==> src/rtl/pynq_z2_pkg.sv <==
// Shared constants for the Pynq-Z2 board I/O peripheral: register map, AXI
// response codes, INFO field layout and the AXI channel state encoding.
package pynq_z2_pkg;

  localparam logic [7:0] ADDR_BTN_STATE  = 8'h00;
  localparam logic [7:0] ADDR_IRQ_STATUS = 8'h04;
  localparam logic [7:0] ADDR_IRQ_ENABLE = 8'h08;
  localparam logic [7:0] ADDR_INFO       = 8'h0C;
  localparam logic [7:0] ADDR_LED_DUTY   = 8'h10;

  localparam logic [5:0] W_BTN_STATE  = ADDR_BTN_STATE[7:2];
  localparam logic [5:0] W_IRQ_STATUS = ADDR_IRQ_STATUS[7:2];
  localparam logic [5:0] W_IRQ_ENABLE = ADDR_IRQ_ENABLE[7:2];
  localparam logic [5:0] W_INFO       = ADDR_INFO[7:2];
  localparam logic [5:0] W_LED_DUTY   = ADDR_LED_DUTY[7:2];

  localparam logic [1:0] RESP_OKAY = 2'b00;

  localparam int INFO_PWM_LSB = 0;
  localparam int INFO_BTN_LSB = 8;
  localparam int INFO_LED_LSB = 16;

  typedef enum logic [1:0] {
    AXI_IDLE,
    AXI_READY,
    AXI_RESP
  } axi_ch_t;

  function automatic logic [31:0] info_word(input int n_led, input int n_btn, input int pwm_w);
    logic [31:0] w;
    w = '0;
    w[INFO_LED_LSB +: 8] = n_led[7:0];
    w[INFO_BTN_LSB +: 8] = n_btn[7:0];
    w[INFO_PWM_LSB +: 8] = pwm_w[7:0];
    return w;
  endfunction

endpackage

==> src/rtl/pynq_z2_debounce.sv <==
// One debounced input channel: 2-FF synchroniser, stability counter, accepted
// level and a one-cycle pulse when the accepted level rises.
module pynq_z2_debounce #(
  parameter int DB_CYCLES = 1250000
) (
  input  logic clk,
  input  logic rst,
  input  logic din,
  output logic stable,
  output logic rise
);

  localparam int CW = $clog2(DB_CYCLES);
  localparam logic [CW-1:0] CNT_LAST = CW'(DB_CYCLES - 1);

  logic [1:0]    sync_ff;
  logic [CW-1:0] cnt;

  always_ff @(posedge clk or posedge rst) begin
    if (rst) begin
      sync_ff <= '0;
      cnt     <= '0;
      stable  <= 1'b0;
      rise    <= 1'b0;
    end else begin
      sync_ff <= {sync_ff[0], din};
      rise    <= 1'b0;
      if (sync_ff[1] == stable) begin
        cnt <= '0;
      end else if (cnt == CNT_LAST) begin
        stable <= sync_ff[1];
        rise   <= sync_ff[1];
        cnt    <= '0;
      end else begin
        cnt <= cnt + 1'b1;
      end
    end
  end

endmodule

==> src/rtl/pynq_z2_io_ctrl.sv <==
// Pynq-Z2 board I/O block: AXI4-Lite slave, debounced buttons with maskable
// interrupt, per-channel LED brightness. PWM dimming needs PYNQ_Z2_IO_PWM_EN;
// without it each LED is simply on when its duty is non-zero.
//   state     | meaning (write and read channels each run one copy)
//   AXI_IDLE  | waiting for address (and data) valid
//   AXI_READY | ready asserted, handshake completes this cycle
//   AXI_RESP  | response valid, held until the master accepts it
module pynq_z2_io_ctrl
  import pynq_z2_pkg::*;
#(
  parameter int N_BTN     = 4,
  parameter int N_LED     = 4,
  parameter int DB_CYCLES = 1250000,
  parameter int PWM_WIDTH = 8
) (
  input  logic                 clk,
  input  logic                 rst,
  input  logic [7:0]           s_axi_awaddr,
  input  logic                 s_axi_awvalid,
  output logic                 s_axi_awready,
  input  logic [31:0]          s_axi_wdata,
  input  logic [3:0]           s_axi_wstrb,
  input  logic                 s_axi_wvalid,
  output logic                 s_axi_wready,
  output logic [1:0]           s_axi_bresp,
  output logic                 s_axi_bvalid,
  input  logic                 s_axi_bready,
  input  logic [7:0]           s_axi_araddr,
  input  logic                 s_axi_arvalid,
  output logic                 s_axi_arready,
  output logic [31:0]          s_axi_rdata,
  output logic [1:0]           s_axi_rresp,
  output logic                 s_axi_rvalid,
  input  logic                 s_axi_rready,
  input  logic [N_BTN-1:0]     btn_in,
  output logic [N_LED-1:0]     led_out,
  output logic                 irq
);

  axi_ch_t wr_st, wr_st_nx, rd_st, rd_st_nx;
  logic    wr_en, rd_en;

  logic [N_BTN-1:0]     btn_state, btn_rise, irq_status, irq_enable, w1c_mask;
  logic [PWM_WIDTH-1:0] duty [N_LED];
  logic [5:0]           wr_word, rd_word;
  logic [31:0]          rd_mux;
  logic                 unused_bits;

  assign wr_word     = s_axi_awaddr[7:2];
  assign rd_word     = s_axi_araddr[7:2];
  assign s_axi_bresp = RESP_OKAY;
  assign s_axi_rresp = RESP_OKAY;
  assign unused_bits = ^{s_axi_wstrb, s_axi_wdata, s_axi_awaddr[1:0], s_axi_araddr[1:0]};

  always_ff @(posedge clk or posedge rst) begin
    if (rst) begin
      wr_st <= AXI_IDLE;
      rd_st <= AXI_IDLE;
    end else begin
      wr_st <= wr_st_nx;
      rd_st <= rd_st_nx;
    end
  end

  always_comb begin
    wr_st_nx      = wr_st;
    s_axi_awready = 1'b0;
    s_axi_wready  = 1'b0;
    s_axi_bvalid  = 1'b0;
    wr_en         = 1'b0;
    case (wr_st)
      AXI_IDLE: if (s_axi_awvalid && s_axi_wvalid) wr_st_nx = AXI_READY;
      AXI_READY: begin
        s_axi_awready = 1'b1;
        s_axi_wready  = 1'b1;
        if (s_axi_awvalid && s_axi_wvalid) begin
          wr_en    = 1'b1;
          wr_st_nx = AXI_RESP;
        end else begin
          wr_st_nx = AXI_IDLE;
        end
      end
      AXI_RESP: begin
        s_axi_bvalid = 1'b1;
        if (s_axi_bready) wr_st_nx = AXI_IDLE;
      end
      default: wr_st_nx = AXI_IDLE;
    endcase
  end

  always_comb begin
    rd_st_nx      = rd_st;
    s_axi_arready = 1'b0;
    s_axi_rvalid  = 1'b0;
    rd_en         = 1'b0;
    case (rd_st)
      AXI_IDLE: if (s_axi_arvalid) rd_st_nx = AXI_READY;
      AXI_READY: begin
        s_axi_arready = 1'b1;
        if (s_axi_arvalid) begin
          rd_en    = 1'b1;
          rd_st_nx = AXI_RESP;
        end else begin
          rd_st_nx = AXI_IDLE;
        end
      end
      AXI_RESP: begin
        s_axi_rvalid = 1'b1;
        if (s_axi_rready) rd_st_nx = AXI_IDLE;
      end
      default: rd_st_nx = AXI_IDLE;
    endcase
  end

  for (genvar g = 0; g < N_BTN; g++) begin : g_db
    pynq_z2_debounce #(.DB_CYCLES(DB_CYCLES)) u_db (
      .clk    (clk),
      .rst    (rst),
      .din    (btn_in[g]),
      .stable (btn_state[g]),
      .rise   (btn_rise[g])
    );
  end

  assign w1c_mask = (wr_en && wr_word == W_IRQ_STATUS) ? s_axi_wdata[N_BTN-1:0] : '0;

  // OR-ing the rise after the clear makes a same-cycle press win over W1C.
  always_ff @(posedge clk or posedge rst) begin
    if (rst) begin
      irq_status <= '0;
      irq_enable <= '0;
      irq        <= 1'b0;
      for (int i = 0; i < N_LED; i++) duty[i] <= '0;
    end else begin
      irq        <= |(irq_status & irq_enable);
      irq_status <= (irq_status & ~w1c_mask) | btn_rise;
      if (wr_en && wr_word == W_IRQ_ENABLE) irq_enable <= s_axi_wdata[N_BTN-1:0];
      for (int i = 0; i < N_LED; i++) begin
        if (wr_en && wr_word == 6'(W_LED_DUTY + i)) duty[i] <= s_axi_wdata[PWM_WIDTH-1:0];
      end
    end
  end

  always_comb begin
    rd_mux = '0;
    case (rd_word)
      W_BTN_STATE:  rd_mux[N_BTN-1:0] = btn_state;
      W_IRQ_STATUS: rd_mux[N_BTN-1:0] = irq_status;
      W_IRQ_ENABLE: rd_mux[N_BTN-1:0] = irq_enable;
      W_INFO:       rd_mux = info_word(N_LED, N_BTN, PWM_WIDTH);
      default:      rd_mux = '0;
    endcase
    for (int i = 0; i < N_LED; i++) begin
      if (rd_word == 6'(W_LED_DUTY + i)) rd_mux[PWM_WIDTH-1:0] = duty[i];
    end
  end

  // Sampled at the handshake edge, so a concurrent W1C still reads pre-clear.
  always_ff @(posedge clk or posedge rst) begin
    if (rst) s_axi_rdata <= '0;
    else if (rd_en) s_axi_rdata <= rd_mux;
  end

`ifdef PYNQ_Z2_IO_PWM_EN
  logic [PWM_WIDTH-1:0] pwm_cnt;

  always_ff @(posedge clk or posedge rst) begin
    if (rst) begin
      pwm_cnt <= '0;
      led_out <= '0;
    end else begin
      pwm_cnt <= pwm_cnt + 1'b1;
      for (int i = 0; i < N_LED; i++) led_out[i] <= (pwm_cnt < duty[i]);
    end
  end
`else
  always_ff @(posedge clk or posedge rst) begin
    if (rst) begin
      led_out <= '0;
    end else begin
      for (int i = 0; i < N_LED; i++) led_out[i] <= |duty[i];
    end
  end
`endif

endmodule
==> config.mk <==
export PLATFORM = sky130hd
export DESIGN_NAME = pynq_z2_io_ctrl
export DESIGN_NICKNAME = d
export VERILOG_FILES = /design/src/rtl/pynq_z2_pkg.sv /design/src/rtl/pynq_z2_debounce.sv /design/src/rtl/pynq_z2_io_ctrl.sv
export SDC_FILE = /design/constraint.sdc
export NUM_CORES = 1
export LEC_CHECK = 0
export ABC_AREA = 0
export CAP_MARGIN = 10
export CORE_ASPECT_RATIO = 1.5
export CORE_MARGIN = 2
export CORE_UTILIZATION = 46
export CTS_CLUSTER_DIAMETER = 100
export DETAILED_ROUTE_END_ITERATION = 8
export HOLD_SLACK_MARGIN = 0.1
export PLACE_DENSITY = 0.66
export SLEW_MARGIN = 20
export SYNTH_ARGS = -nofsm -noshare
export SYNTH_HDL_FRONTEND = slang
export SYNTH_SLANG_ARGS = --single-unit
==> constraint.sdc <==
create_clock -name clk -period 5.9 [get_ports clk]
set_input_delay 1.18 -clock clk [delete_from_list [all_inputs] [get_ports clk]]
set_output_delay 1.18 -clock clk [all_outputs]
set_load 0.01 [all_outputs]
==> results of run 1 <==
==> how the worst max path moves through the flow <==
stage	cells after the start	slack, ns	startpoint	to
after floorplan	1	0.46	rst	duty[0]
after global placement	3	2.52	s_axi_araddr[2]	s_axi_rdata[7]
after detailed placement	3	2.53	s_axi_araddr[2]	s_axi_rdata[7]
after CTS	3	2.97	s_axi_araddr[2]	s_axi_rdata[7]
after global routing	5	2.84	s_axi_awaddr[5]	irq_status[1]
final	4	3.08	s_axi_awaddr[5]	duty[19]
==> cells by family after synthesis <==
logic type | after synthesis | synth area share
buffers and inverters | 72 | 0.0497
multiplexers | 49 | 0.0769
XOR/XNOR | 52 | 0.0593
AND/OR/NAND/NOR | 295 | 0.213
other | 1 | 0.000488
flip-flops | 158 | 0.515
adder cells (fa/ha/maj) | 4 | 0.00652
AO/OA/AOI/OAI | 99 | 0.0786
==> sequential cells by signal (all words and copies together) (netlist names) <==
register           count
g_db.u_db.rise         4
s_axi_rdata            9
irq_enable             4
irq                    1
irq_status             4
duty                  32
g_db.u_db.sync_ff      8
rd_st                  2
g_db.u_db.cnt         84
g_db.u_db.stable       4
wr_st                  2
led_out                4
==> power by group <==
part | switching [mW] | internal (mW) | leakage, nW
Sequential | 0.0183 | 1.11 | 2.17
Clock | 0.434 | 0.745 | 0.313
Combinational | 0.0783 | 0.0592 | 1.35
==> area by class of cell <==
class                      instances  area [µm²]  share of cell area
clock inverter                    12         184              0.0206
multi-input combinational        525        3450               0.386
inverter                          21        83.8             0.00938
tap                              206         258              0.0288
timing repair buffer              56         541              0.0605
clock buffer                      20         467              0.0522
sequential                       158        3950               0.442
==> metrics by stage <==
step	worst slack (ns)	power, mW	hold slack, ns	util	std cells
3_3_place_gp	2.52	1.28	0.340	0.510	966
3_5_place_dp	2.53	1.28	0.339	0.510	966
5_1_grt	2.84	2.53	0.355	0.550	998
6_report	3.08	2.44	0.350	0.550	998
2_1_floorplan	0.457	1.23	0.331	-	755
4_1_cts	2.97	2.47	0.352	0.550	998
==> cells in the final DEF (no fill, tap or decap), types with 5 or more instances in the layout <==
| cell type | n |
|---|---|
| a21oi_1 | 31 |
| and2_1 | 8 |
| and3_1 | 8 |
| and4_1 | 12 |
| buf_4 | 6 |
| clkbuf_16 | 17 |
| clkdlybuf4s50_1 | 49 |
| conb_1 | 26 |
| dfrtp_1 | 158 |
| inv_1 | 20 |
| mux2_2 | 39 |
| mux2i_1 | 5 |
| nand2_1 | 39 |
| nand2b_1 | 9 |
| nand3_1 | 26 |
| nand4_1 | 30 |
| nor2_1 | 67 |
| nor3_1 | 13 |
| nor3b_1 | 5 |
| nor4_1 | 22 |
| nor4b_1 | 7 |
| o21ai_0 | 29 |
| o31ai_1 | 10 |
| or3_1 | 18 |
| or4_1 | 16 |
| xnor2_1 | 28 |
| xor2_1 | 24 |
==> layer usage <==
| metal | part of all wire | global-route usage |
|---|---|---|
| met5 | 0 | 0 |
| met4 | 0.018 | 0.0788 |
| met3 | 0.035 | 0.0369 |
| met2 | 0.53 | 0.334 |
| met1 | 0.41 | 0.217 |
==> out/results.ini, run 1 <==
[synth]
synth.most_common_cell = dfrtp_1
synth_top_area_frac = 0.515
synthFlopType = dfrtp_1
synthArstFlopShare = 1.00
syn_inst = 730
yosysUniqueCellTypes = 51
synthTopCellsByArea = dfrtp_1 51%, mux2_2 5.7%, nor2_1 3.3%
yosysTopAreaCell = dfrtp_1
synth_seq_cells = 158
synth_area_um2 = 7680
ys_seq_area_frac = 0.515
synth-edff-count = 0
yosysWarnings = 0
avgSynthCellArea_um2 = 10.5
yosys-top-cells-count = 158 x dfrtp_1, 67 x nor2_1, 39 x mux2_2, 39 x nand2_1, 31 x a21oi_1

[clock_tree]
cts_num_sinks = 158
clkTransAtPathRegs_ns = 0.06
holdBufCountCts = 0
htree_levels = 4
cts_max_path_buffers = 2
cts_tree = built
clk_latency_ns = 0.43
cts_buffers = 17
cts_root_buffer = clkbuf_16
post_cts_resized = 0
cts_setup_buffers = 0

[grt]
first_global_vias = 5748
antenna_found_initial = 0
grt_pass1_wl_mm = 26.6
grt_util_all_layers = 0.188
grt_max_degree = 63
grt_overflow_total = 0

[final_layout]
area_growth_pct = 16.4
n_fill_cell = 1402
antenna-diode-count = 0
final_nets = 846
final_cell_area_um2 = 8940
drive_gt1_frac = 0.114

[critical_path]
r2r_cells = 6
crit_path_max_incr_delay_ns = 0.74
r2r-end = g_db[2].u_db.cnt[6]
worst-path-max-fanout = 8
end_kind = register
crit_path_top_delay_cell = or4_1
criticalPathCategory = in -> reg
worstPathArrival_ns = 3.13
required_ns = 6.21
cp_top_family = simple AND/OR/NAND/NOR gates
rrSetupSlack_ns = 3.65
critPathLaunchType = input port
critical_path.reg2reg.startpoint = g_db[2].u_db.cnt[0]
path_cells = clkdlybuf4s50_1, or3_1, or4_1, mux2_2
crit_buf_inv = 1

[sta]
relSlewSlack = 0.327
hold_viol_final = 0
finalCriticalPeriod_ns = 2.82
setup_viol = 0
max_freq_ghz = 0.355
report.final.slew_viol_count = 0
finalCritPeriodShare = 0.478
fin_tns_setup_ns = 0
tightest_slew_ns = 1.00
fin_skew_ns = 0.00690
rsz0062_at_grt = no

[placement]
dpl.hpwl_mm = 11.1
gp_congestion = 0.842
place_area_um2 = 8290
io_buffers = 50

[floorplanning]
fp.coreArea_um2 = 16300
die_w_um = 109
pin_count = 109
die_area_um2 = 17800
core.rowCount = 57
start_util = 0.472
die_height_um = 162

[detailed_routing]
antenna_left = 0
finalWirelength_mm = 15.6
vias = 5643
vias_per_cell = 5.65
first_iter_violations = 285
first_pass_iters = 4
drc_errors = 0
wl_per_cell_um = 15.7

[pwr]
power_density_nw_per_um2 = 273
p_leak_nw = 3.83
peakVddDrop_uv = 184

[min_path]
hp-class = reg -> reg
holdPathStages = 0
hold_start = g_db[1].u_db.sync_ff[0]
min_to = g_db[1].u_db.sync_ff[1]

[flow_run]
maxCapViolCount = 0

[outcome]
status = finished, final reports clean

No activity file was read; power rests on OpenSTA's default activity.
==> run 2: changes to the inputs <==
==> constraint.sdc (replaced) <==
create_clock -name clk -period 2.7 [get_ports clk]
set_input_delay 0.54 -clock clk [delete_from_list [all_inputs] [get_ports clk]]
set_output_delay 0.54 -clock clk [all_outputs]
set_load 0.01 [all_outputs]
==> run 2 against run 1 <==
Against the previous run:
- via count is 0.58% higher
- cell area is 0.21% higher
- setup slack worse by 2.5 ns
- global-route usage is 0.055 points higher
==> out/results.ini, run 2 (synthesis results as in run 1) <==
[pwr]
p_leak_nw = 3.85
switching_share = 0.254
power_density_nw_per_um2 = 566
peakVddDrop_uv = 344
combPwrFrac = 0.062
p_int_mw = 3.78
seqPwrFrac = 0.484
switching_power_mw = 1.29
pwr-share-clk = 0.454

[sta]
fin_skew_ns = 0.0111
tightest_slew_ns = 0.589
fin_tns_setup_ns = 0
hold_viol_final = 0
setup_viol = 0
relSlewSlack = 0.604
max_freq_ghz = 0.463
finalCritPeriodShare = 0.799
report.final.slew_viol_count = 0
finalCriticalPeriod_ns = 2.16
fin_hold_ws_ns = 0.353
rsz0062_at_grt = no

[floorplanning]
start_util = 0.472
core.rowCount = 57
fp.coreArea_um2 = 16300
die_height_um = 162
die_w_um = 109
die_area_um2 = 17800
pin_count = 109

[final_layout]
largest_registers = g_db.u_db.cnt (84), duty (32), s_axi_rdata (9)
area_growth_pct = 16.7
layout_commonest_cell = dfrtp_1
regArea_um2 = 3950
largest_reg_flops = 84
drive_gt1_frac = 0.125
antenna-diode-count = 0
multi_input_area_um2 = 3450
top_register = g_db.u_db.cnt
fin_util = 0.551
final_nets = 857
mostFrequentLayoutCells = 158 x dfrtp_1, 67 x nor2_1, 50 x clkdlybuf4s50_1
n_fill_cell = 1412

[grt]
antenna_found_initial = 0
grt_max_degree = 93
grt_overflow_total = 0
first_global_vias = 5716
grt_util_all_layers = 0.189
grt_pass1_wl_mm = 27.0

[clock_tree]
cts_num_sinks = 158
cts_tree = built
holdBufCountCts = 0
clk_latency_ns = 0.42
cts_buffers = 17
cts_root_buffer = clkbuf_16
post_cts_resized = 0
cts_max_path_buffers = 2
clkTransAtPathRegs_ns = 0.07
htree_levels = 4
cts_setup_buffers = 0

[placement]
dpl.hpwl_mm = 11.2
gp_congestion = 0.889
io_buffers = 50

[critical_path]
critPathLaunchType = input port
path_cells = clkdlybuf4s50_1, or3_1, or4_1, mux2_2
worstPathArrival_ns = 2.46
required_ns = 3.00
worst-path-max-fanout = 8
crit_path_max_incr_delay_ns = 0.71
end_kind = register
criticalPathCategory = in -> reg
crit_path_top_delay_cell = or4_1
cp_top_family = simple AND/OR/NAND/NOR gates
crit_buf_inv = 1

[detailed_routing]
vias_per_cell = 5.63
vias = 5676
drc_errors = 0
antenna_left = 0
wl_per_cell_um = 15.6
first_iter_violations = 347
first_pass_iters = 5
finalWirelength_mm = 15.8

[min_path]
hp-class = reg -> reg

[outcome]
status = finished, final reports clean

[flow_run]
maxCapViolCount = 0

-- run 2: final cells by class --
cell class,instances,share of cell area
inverters,21,0.00922
clock buffers,17,0.0475
multi-input cells,525,0.385
flip-flops and latches,158,0.441
repair buffers,67,0.0715
clock inverters,15,0.0162
well taps,206,0.0288
-- run 2: path summary, 6_finish.rpt --
check                                         from                       to  slack (ns)  depth (start not counted)
min in group asynchronous                      rst      g_db[1].u_db.cnt[3]        0.40                          2
max reg2reg                    g_db[2].u_db.cnt[0]     g_db[2].u_db.cnt[11]        0.55                          6
max                                s_axi_awaddr[5]                  duty[8]        0.54                          4
max in group asynchronous                      rst               led_out[2]        1.57                          3
min reg2reg                g_db[0].u_db.sync_ff[0]  g_db[0].u_db.sync_ff[1]        0.35                          0
min                        g_db[0].u_db.sync_ff[0]  g_db[0].u_db.sync_ff[1]        0.35                          0
-- run 2: metrics by stage --
step / setup WS [ns] / total power [mW] / std cells / cell area (µm²)
CTS: 0.529 / 5.13 / 1009 / 8960
detailed placement: 0.124 / 2.82 / 977 / 8390
finish: 0.542 / 5.07 / 1009 / 8960
global route: 0.395 / 5.27 / 1009 / 8960
global placement: 0.141 / 2.81 / 977 / 8390
floorplan: 0.159 / 2.69 / 755 / 7770
-- run 2: per-layer routing --
| metal | wire [µm] | GRT usage | up-vias |
|---|---|---|---|
| li1 | - | - | 2710 |
| met1 | 6640 | 0.238 | 2813 |
| met2 | 8240 | 0.319 | 134 |
| met3 | 603 | 0.0333 | 19 |
| met4 | 288 | 0.0736 | 0 |
| met5 | 0 | 0 | - |
-- run 2: power groups by stage --
stage	combinational (mW)	clock, mW	sequential, mW
6_report	0.316	2.30	2.45
5_1_grt	0.355	2.45	2.46
4_1_cts	0.322	2.35	2.45
3_5_place_dp	0.320	0	2.50
3_3_place_gp	0.310	0	2.50
2_1_floorplan	0.195	0	2.50
